**src/rtl/core_pkg.sv**
```systemverilog
// ---------------------------------------------------------------------------
// core_pkg
// Shared constants and types for the execute/writeback boundary.
//   XLEN     : register and result width
//   REG_NUM  : number of architectural integer registers
//   ADDR_W   : register index width
//   REG_ZERO : index of the hard-wired zero register
//   wb_req   : one writeback request {valid, rd, data}. The same type is used
//              for the ALU result, the LSU load result and the skid entry.
//   read_mux : read-port helper. It forces x0 to zero and optionally
//              forwards the value being written this cycle.
// ---------------------------------------------------------------------------
package core_pkg;

  localparam int XLEN    = 32;
  localparam int REG_NUM = 32;
  localparam int ADDR_W  = 5;

  localparam logic [ADDR_W-1:0] REG_ZERO = '0;

  typedef struct packed {
    logic              valid;
    logic [ADDR_W-1:0] rd;
    logic [XLEN-1:0]   data;
  } wb_req;

  // Returns the read-port value for one index.
  // A request with valid=0 disables forwarding, so the registered value is
  // returned unchanged.
  function automatic logic [XLEN-1:0] read_mux(
    input logic [ADDR_W-1:0] addr,
    input logic [XLEN-1:0]   reg_val,
    input wb_req             fwd
  );
    logic [XLEN-1:0] result;
    result = reg_val;
    if (fwd.valid && (fwd.rd == addr)) begin
      result = fwd.data;
    end
    if (addr == REG_ZERO) begin
      result = '0;
    end
    return result;
  endfunction

endpackage

```
**src/rtl/wb_skid_buf.sv**
```systemverilog
// ---------------------------------------------------------------------------
// wb_skid_buf
// One-entry holding register for a load result. The entry waits here when
// the single register-file write port is taken by the ALU.
//   clk   : clock
//   rst   : synchronous active-low reset; empties the entry
//   push  : capture push_req this cycle (wins over pop/flush)
//   push_req : request to capture; only rd and data are stored
//   pop   : entry is committed to the register file this cycle
//   flush : a younger ALU write to the same rd makes the entry obsolete
//   entry : current contents; entry.valid means an uncommitted load result
// ---------------------------------------------------------------------------
module wb_skid_buf
  import core_pkg::*;
(
  input  logic  clk,
  input  logic  rst,
  input  logic  push,
  input  wb_req push_req,
  input  logic  pop,
  input  logic  flush,
  output wb_req entry
);

  // A push in a pop cycle is the drain-and-refill case, so push wins.
  // An emptied entry is cleared to zero, which keeps pend_rd at 0 when the
  // buffer holds nothing.
  always_ff @(posedge clk) begin
    if (!rst) begin
      entry <= '0;
    end else if (push) begin
      entry.valid <= 1'b1;
      entry.rd    <= push_req.rd;
      entry.data  <= push_req.data;
    end else if (pop || flush) begin
      entry <= '0;
    end
  end

endmodule

```
**src/rtl/ex_wb_regfile.sv**
```systemverilog
// ---------------------------------------------------------------------------
// ex_wb_regfile
// Writeback end of the execute stage. ALU results and LSU load results are
// committed into the 32 x XLEN integer register file through one write port.
// Decode gets two combinational read ports.
//
// Optional build macro: WB_BYPASS_EN
//   defined   : a read port returns the value being written this cycle when
//               the index matches
//   undefined : a read port returns only the registered value
//
// Ports:
//   clk, rst              : clock; synchronous active-low reset
//   alu_rd/out_en/rd_data : ALU result. Always accepted.
//   lsu_valid/rd/data     : load result stream
//   lsu_ready             : load result can be accepted this cycle
//   rs1_addr/rs2_addr     : read indices
//   rs1_data/rs2_data     : read data (combinational)
//   pend_valid/pend_rd    : a buffered load result is outstanding, and its
//                           destination register
// ---------------------------------------------------------------------------
module ex_wb_regfile
  import core_pkg::*;
(
  input  logic              clk,
  input  logic              rst,
  input  logic [ADDR_W-1:0] alu_rd,
  input  logic              alu_out_en,
  input  logic [XLEN-1:0]   alu_rd_data,
  input  logic              lsu_valid,
  input  logic [ADDR_W-1:0] lsu_rd,
  input  logic [XLEN-1:0]   lsu_data,
  output logic              lsu_ready,
  input  logic [ADDR_W-1:0] rs1_addr,
  input  logic [ADDR_W-1:0] rs2_addr,
  output logic [XLEN-1:0]   rs1_data,
  output logic [XLEN-1:0]   rs2_data,
  output logic              pend_valid,
  output logic [ADDR_W-1:0] pend_rd
);

  wb_req alu_req;
  wb_req lsu_req;
  wb_req pend;
  wb_req wr;
  wb_req fwd;

  logic lsu_xfer;
  logic drain;
  logic flush;
  logic direct;
  logic capture;

  logic [XLEN-1:0] regs [REG_NUM];

  assign alu_req.valid = alu_out_en;
  assign alu_req.rd    = alu_rd;
  assign alu_req.data  = alu_rd_data;

  assign lsu_req.valid = lsu_valid;
  assign lsu_req.rd    = lsu_rd;
  assign lsu_req.data  = lsu_data;

  // Write-port arbitration: ALU, then the buffered load, then a direct load.
  // An ALU write while the buffer is full blocks new loads, because the
  // buffer cannot drain that cycle. When the buffer drains, it can take a
  // new load in the same cycle.
  // A capture is dropped when it targets x0, or when it targets the same rd
  // as a simultaneous ALU write. In the same-rd case the ALU instruction is
  // younger, so the load value would be stale.
  always_comb begin
    lsu_ready = rst && !(pend.valid && alu_req.valid);
    lsu_xfer  = lsu_req.valid && lsu_ready;
    drain     = pend.valid && !alu_req.valid;
    flush     = alu_req.valid && pend.valid && (alu_req.rd == pend.rd);
    direct    = lsu_xfer && !alu_req.valid && !pend.valid;
    capture   = lsu_xfer && (alu_req.valid || pend.valid)
                && (lsu_req.rd != REG_ZERO)
                && !(alu_req.valid && (alu_req.rd == lsu_req.rd));

    wr = '0;
    if (alu_req.valid) begin
      wr = alu_req;
    end else if (drain) begin
      wr = pend;
    end else if (direct) begin
      wr = lsu_req;
    end
    if ((wr.rd == REG_ZERO) || !rst) begin
      wr.valid = 1'b0;
    end
  end

  wb_skid_buf u_skid (
    .clk      (clk),
    .rst      (rst),
    .push     (capture),
    .push_req (lsu_req),
    .pop      (drain),
    .flush    (flush),
    .entry    (pend)
  );

  assign pend_valid = pend.valid;
  assign pend_rd    = pend.rd;

  // Register array. x0 is never written because wr.valid is masked for rd 0.
  always_ff @(posedge clk) begin
    if (!rst) begin
      for (int i = 0; i < REG_NUM; i++) begin
        regs[i] <= '0;
      end
    end else if (wr.valid) begin
      regs[wr.rd] <= wr.data;
    end
  end

`ifdef WB_BYPASS_EN
  assign fwd = wr;
`else
  assign fwd = '0;
`endif

  assign rs1_data = read_mux(rs1_addr, regs[rs1_addr], fwd);
  assign rs2_data = read_mux(rs2_addr, regs[rs2_addr], fwd);

endmodule

```
**config.mk**
```make
export PLATFORM = sky130hd
export DESIGN_NAME = ex_wb_regfile
export DESIGN_NICKNAME = d
export VERILOG_FILES = /design/src/rtl/core_pkg.sv /design/src/rtl/wb_skid_buf.sv /design/src/rtl/ex_wb_regfile.sv
export SDC_FILE = /design/constraint.sdc
export NUM_CORES = 2
export LEC_CHECK = 0
export ABC_CLOCK_PERIOD_IN_PS = 11300
export CORE_ASPECT_RATIO = 0.7
export CORE_UTILIZATION = 45
export CTS_CLUSTER_DIAMETER = 150
export CTS_CLUSTER_SIZE = 25
export DETAILED_ROUTE_END_ITERATION = 6
export MAX_ROUTING_LAYER = met4
export PLACE_DENSITY_LB_ADDON = 0.08
export SYNTH_ARGS = -nofsm -noshare
export SYNTH_HDL_FRONTEND = slang
export SYNTH_SLANG_ARGS = --single-unit
export TNS_END_PERCENT = 30
```
**constraint.sdc**
```tcl
create_clock -name clk -period 11.3 [get_ports clk]
set_input_delay 3.39 -clock clk [delete_from_list [all_inputs] [get_ports clk]]
set_output_delay 3.39 -clock clk [all_outputs]
set_load 0.05 [all_outputs]
```
-- Yosys cells after proc, flatten, opt, wreduce, memory -nomap -nowiden
Memories as Yosys holds them, arrays and structs flattened.
Index checks and enable logic that the tools add are counted.
- memories: 1
- word-level logic and storage cells: 46
- memory bits (writable): 1024
- bits in registers: 38
- memories (memory ; depth ; width ; rd ports ; clocked after Yosys merged registers in ; write ports ; RTL line ; RTL):
    regs ; 32 ; 32 ; 2 ; 0 ; 32 ; ex_wb_regfile.sv:54 ; logic [XLEN-1:0] regs [REG_NUM];
- mux-type cells: 15
- reduce and logical (&&, ||, !) cells: 25
- equality and inequality tests: 2
- operators with widths (operator ; number):
    38-bit two-way mux ; 5
    32-bit two-way mux ; 3
    32-bit OR reduction ; 1
    5-bit zero test ; 3
    1-bit logical AND ; 11
    5-bit equality test ; 2
    1-bit two-way mux ; 6
    1-bit zero test ; 5
    5-bit two-way mux ; 1
    5-bit nonzero test ; 1
    1-bit logical OR ; 3
    2-bit nonzero test ; 1

-- Longest topological paths before layout
- word-level depth: 17
- mapped depth: 9

-- Hierarchy
A second synthesis with hierarchy kept.
- cell total of the unflattened synthesis: 3971
- area total of the unflattened synthesis: 54960.2 um^2
- modules (own cells, without submodules) (module ; cells an instance ; sequential area each (um^2) ; instances ; area each (um^2)):
    ex_wb_regfile ; 3800 ; 30749.5 ; 1 ; 53282.4
    wb_skid_buf ; 171 ; 760.7 ; 1 ; 1677.9

-- Least setup slack after synthesis
OpenSTA, ideal clock, no wires.
- path kind: input port to output port
- start: in rs2_addr[2]
- end: out rs2_data[23]
- data arrival time: 5460 ps
- stages: 7
- slack: 2450 ps
- required time: 7910 ps
- cells stage by stage: buf_2 > buf_1 > clkbuf_1 > mux4_2 > mux2_2 > o221ai_1 > a21oi_1
- word-level cells in the longest chain between the ends: 2
- RTL lines (what ; RTL line ; RTL):
    start: declaration ; ex_wb_regfile.sv:35 ; input logic [ADDR_W-1:0] rs2_addr,
    memory 32 x 32 bit / 5-bit zero test (equally long branches) ; - ;
    32-bit two-way mux (*) ; core_pkg.sv:40 ; if (addr == REG_ZERO) begin
    end: declaration ; ex_wb_regfile.sv:37 ; output logic [XLEN-1:0] rs2_data,
Every way passes the cells marked *; elsewhere a longest branch is shown, timed or not.

-- Final worst setup path
- start: in rs2_addr[4]
- end: out rs2_data[0]
Same word-level chain as after synthesis.

==> results.cfg <==
[outcome]
outcome = complete, no violations

[worst_setup_path]
r2r-end = regs[14][14]$_SDFFCE_PN0P_
cp-start-kind = primary input
cp_data_required_time_ns = 7.91
worstRegToRegCells = 7
crit_arrival_ns = 7.26
worst-r2r-setup-slack_ns = 6.16
r2r_start = u_skid.entry[37]$_SDFFE_PN0P_
crit_path_max_fanout = 25
critical_path_class = in -> out
cp-end-kind = primary output

[timing]
finalSetupTns_ns = 0
slew_headroom = 0.148
fmax_ghz = 0.0939
post-route-min-period_ns = 10.65
whs_ns = 0.468
worst_slew_pin_slew_ns = 1.27
slew_violations = 0
fin_skew_ns = 0.0308
finalCritPeriodShare = 0.942
setup_viol = 0
rsz0062_at_grt = no
hold_viol = 0

[clock_tree]
cts-resized-gates = 0
cts_buffers = 48
cts_sinks = 1062
cts_setup_buffers = 0
htree_levels = 2
clk_latency_ns = 0.69
cts_max_path_buffers = 3
cts_tree = built
path_clk_slew_ns = 0.09
ctsRootBufferMaster = clkbuf_16
cts_hold_buf = 0

[global_route]
use_met2 = 0.512
busiest_layer = met1
grt_overflow = 0
met1_usage = 0.518
grtUsageTotal = 0.367
grt_pass1_wl_microns = 307000
antenna_found_initial = 1
grt_start_max_net_pins = 88
grt_pass1_vias = 37400
grtUsageMet3 = 0.119

[synth]
syn-instance-count = 4096
synth_cell_types = 56
synth_area_sq_um = 55800
synth_enable_flop_cells = 1024
ys_warn_count = 0
synth_seq_area_share = 0.565
avgSynthCellArea_sq_um = 13.6
ys.flop_type = edfxtp_1
async_reset_ff_frac = 0
yosys_register_bits = 1062

[drt]
vias_per_cell = 6.99
drc_errors = 0
routed_wl_microns = 225000
ant_nets = 0
detail_route.wl_per_cell_microns = 39.5
dr.first_iter.drc_count = 6634
drtPass1Iterations = 6
vias = 39900

[min_path]
min_from = u_skid.entry[27]$_SDFFE_PN0P_
min_path_cells = 2
hold_path_class = reg -> reg
min_to = u_skid.entry[27]$_SDFFE_PN0P_

[pwr]
max-vdd-ir-drop_mv = 0.107
power.total_w = 0.00812
swShare = 0.289
seqPwrFrac = 0.559
powerDensity_nw_per_um2 = 134
power.switching_w = 0.00235
p_comb_frac = 0.180
clkPwrFrac = 0.261
p_leak_nw = 19.7
p_int_w = 0.00577

[finish]
finalNetCount = 4144
instances_no_fill = 5710
syn_to_final_growth_pct = 8.82
final_common_cell = nor2_1
layout_common_cells = 1,094 x nor2_1, 1,024 x edfxtp_1, 512 x mux4_2, 211 x nand2_1, 134 x a21oi_1
diodes = 0
drive_above_1_share = 0.236

[placement]
place_congestion = 0.886
io_buffers = 158
hpwl_microns = 141000
placedCellCount = 5641

[flow_run]
drv_cap = 0

[floorplanning]
dieArea_sq_um = 125000
die_y_microns = 297
top_level_ports = 159
core-area_sq_um = 122000
die_w_microns = 423
rows = 107
start_util = 0.456
-- registers in the layout, indices dropped and copies added (netlist names) --
signal and cells:
regs 1024, u_skid.entry 38
-- power by group through the flow --
stage	Combinational, W	Sequential, W	Clock (W)
3_5_place_dp	0.00142	0.00462	0
3_3_place_gp	0.00142	0.00462	0
5_1_grt	0.00148	0.00456	0.00223
2_1_floorplan	0.000841	0.00460	0
4_1_cts	0.00142	0.00454	0.00211
6_report	0.00146	0.00454	0.00212
-- cells by family (layout without fill, tap and decap cells) --
| kind of cell | count (synthesis) | in the layout | synth area share |
|---|---|---|---|
| AO/OA/AOI/OAI | 371 | 371 | 0.0466 |
| multiplexers | 704 | 704 | 0.244 |
| other | 1 | 32 | 0.0000672 |
| buffers and inverters | 444 | 392 | 0.0337 |
| AND/OR/NAND/NOR | 1503 | 1503 | 0.109 |
| flip-flops | 1062 | 1062 | 0.565 |
| XOR/XNOR | 11 | 11 | 0.00173 |
-- cell type report --
class	instances	area (sq um)
Inverter	36	138
Timing Repair Buffer	287	2670
Clock buffer	68	1300
Tap cell	1635	2050
Multi-Input combinational cell	2621	23000
Sequential cell	1062	31500
Fill cell	10700	61600
Clock inverter	1	16.3
-- stage by stage --
| stage | setup slack [ns] | utilization | instance area, sq um |
|---|---|---|---|
| 3_3_place_gp | 0.869 | 0.485 | 59400 |
| 4_1_cts | 0.847 | 0.496 | 60700 |
| 3_5_place_dp | 0.859 | 0.485 | 59400 |
| 6_report | 0.651 | 0.496 | 60700 |
| 5_1_grt | 0.820 | 0.496 | 60700 |
| 2_1_floorplan | 2.45 | - | 55900 |
-- worst max-delay path, stage by stage --
cell and delay [ns]:
buf_2 0.50, or2_2 0.23, or4_2 0.85, o221ai_1 0.47, a21oi_1 0.79, clkdlybuf4s50_1 0.96
-- cells in the mapped netlist (all sizes together), types with 2 or more instances --
master / count / area [sq um]
or3: 32 / 200
xor2: 8 / 70.1
a31o: 2 / 17.5
dfxtp: 38 / 761
mux4: 512 / 11500
o31ai: 2 / 20.0
a21oi: 134 / 671
and2: 8 / 50.1
nor3: 35 / 175
edfxtp: 1024 / 30700
nor2: 1095 / 4110
o21ai: 60 / 300
nand3: 4 / 20.0
nor2b: 2 / 12.5
xnor2: 3 / 26.3
or4: 2 / 15.0
or3b: 2 / 17.5
a31oi: 4 / 25.0
o221a: 32 / 360
nand2b: 40 / 250
buf: 156 / 801
and3b: 2 / 17.5
mux2: 128 / 1440
o221ai: 65 / 576
mux2i: 64 / 641
a221oi: 65 / 569
nor4: 3 / 18.8
clkbuf: 252 / 946
nand4: 41 / 263
inv: 36 / 135
nand2: 226 / 848
or2: 4 / 25.0
-- worst max-delay path by stage --
stage	from	endpoint	slack (ns)	cells after the start
2_1_floorplan	rs2_addr[2]	rs2_data[23]	2.45	7
3_3_place_gp	rs2_addr[4]	rs2_data[0]	0.87	6
3_5_place_dp	rs2_addr[4]	rs2_data[0]	0.86	6
4_1_cts	rs2_addr[4]	rs2_data[0]	0.85	6
5_1_grt	rs2_addr[4]	rs2_data[0]	0.82	6
6_report	rs2_addr[4]	rs2_data[0]	0.65	6
-- routing by layer --
metal  vias up  wire [microns]
met5         -               0
met3       396           33600
li1      15500               -
met2      3192           94500
met1     20800           90300
met4         0            6850
No activity file was read; power rests on OpenSTA's default activity.
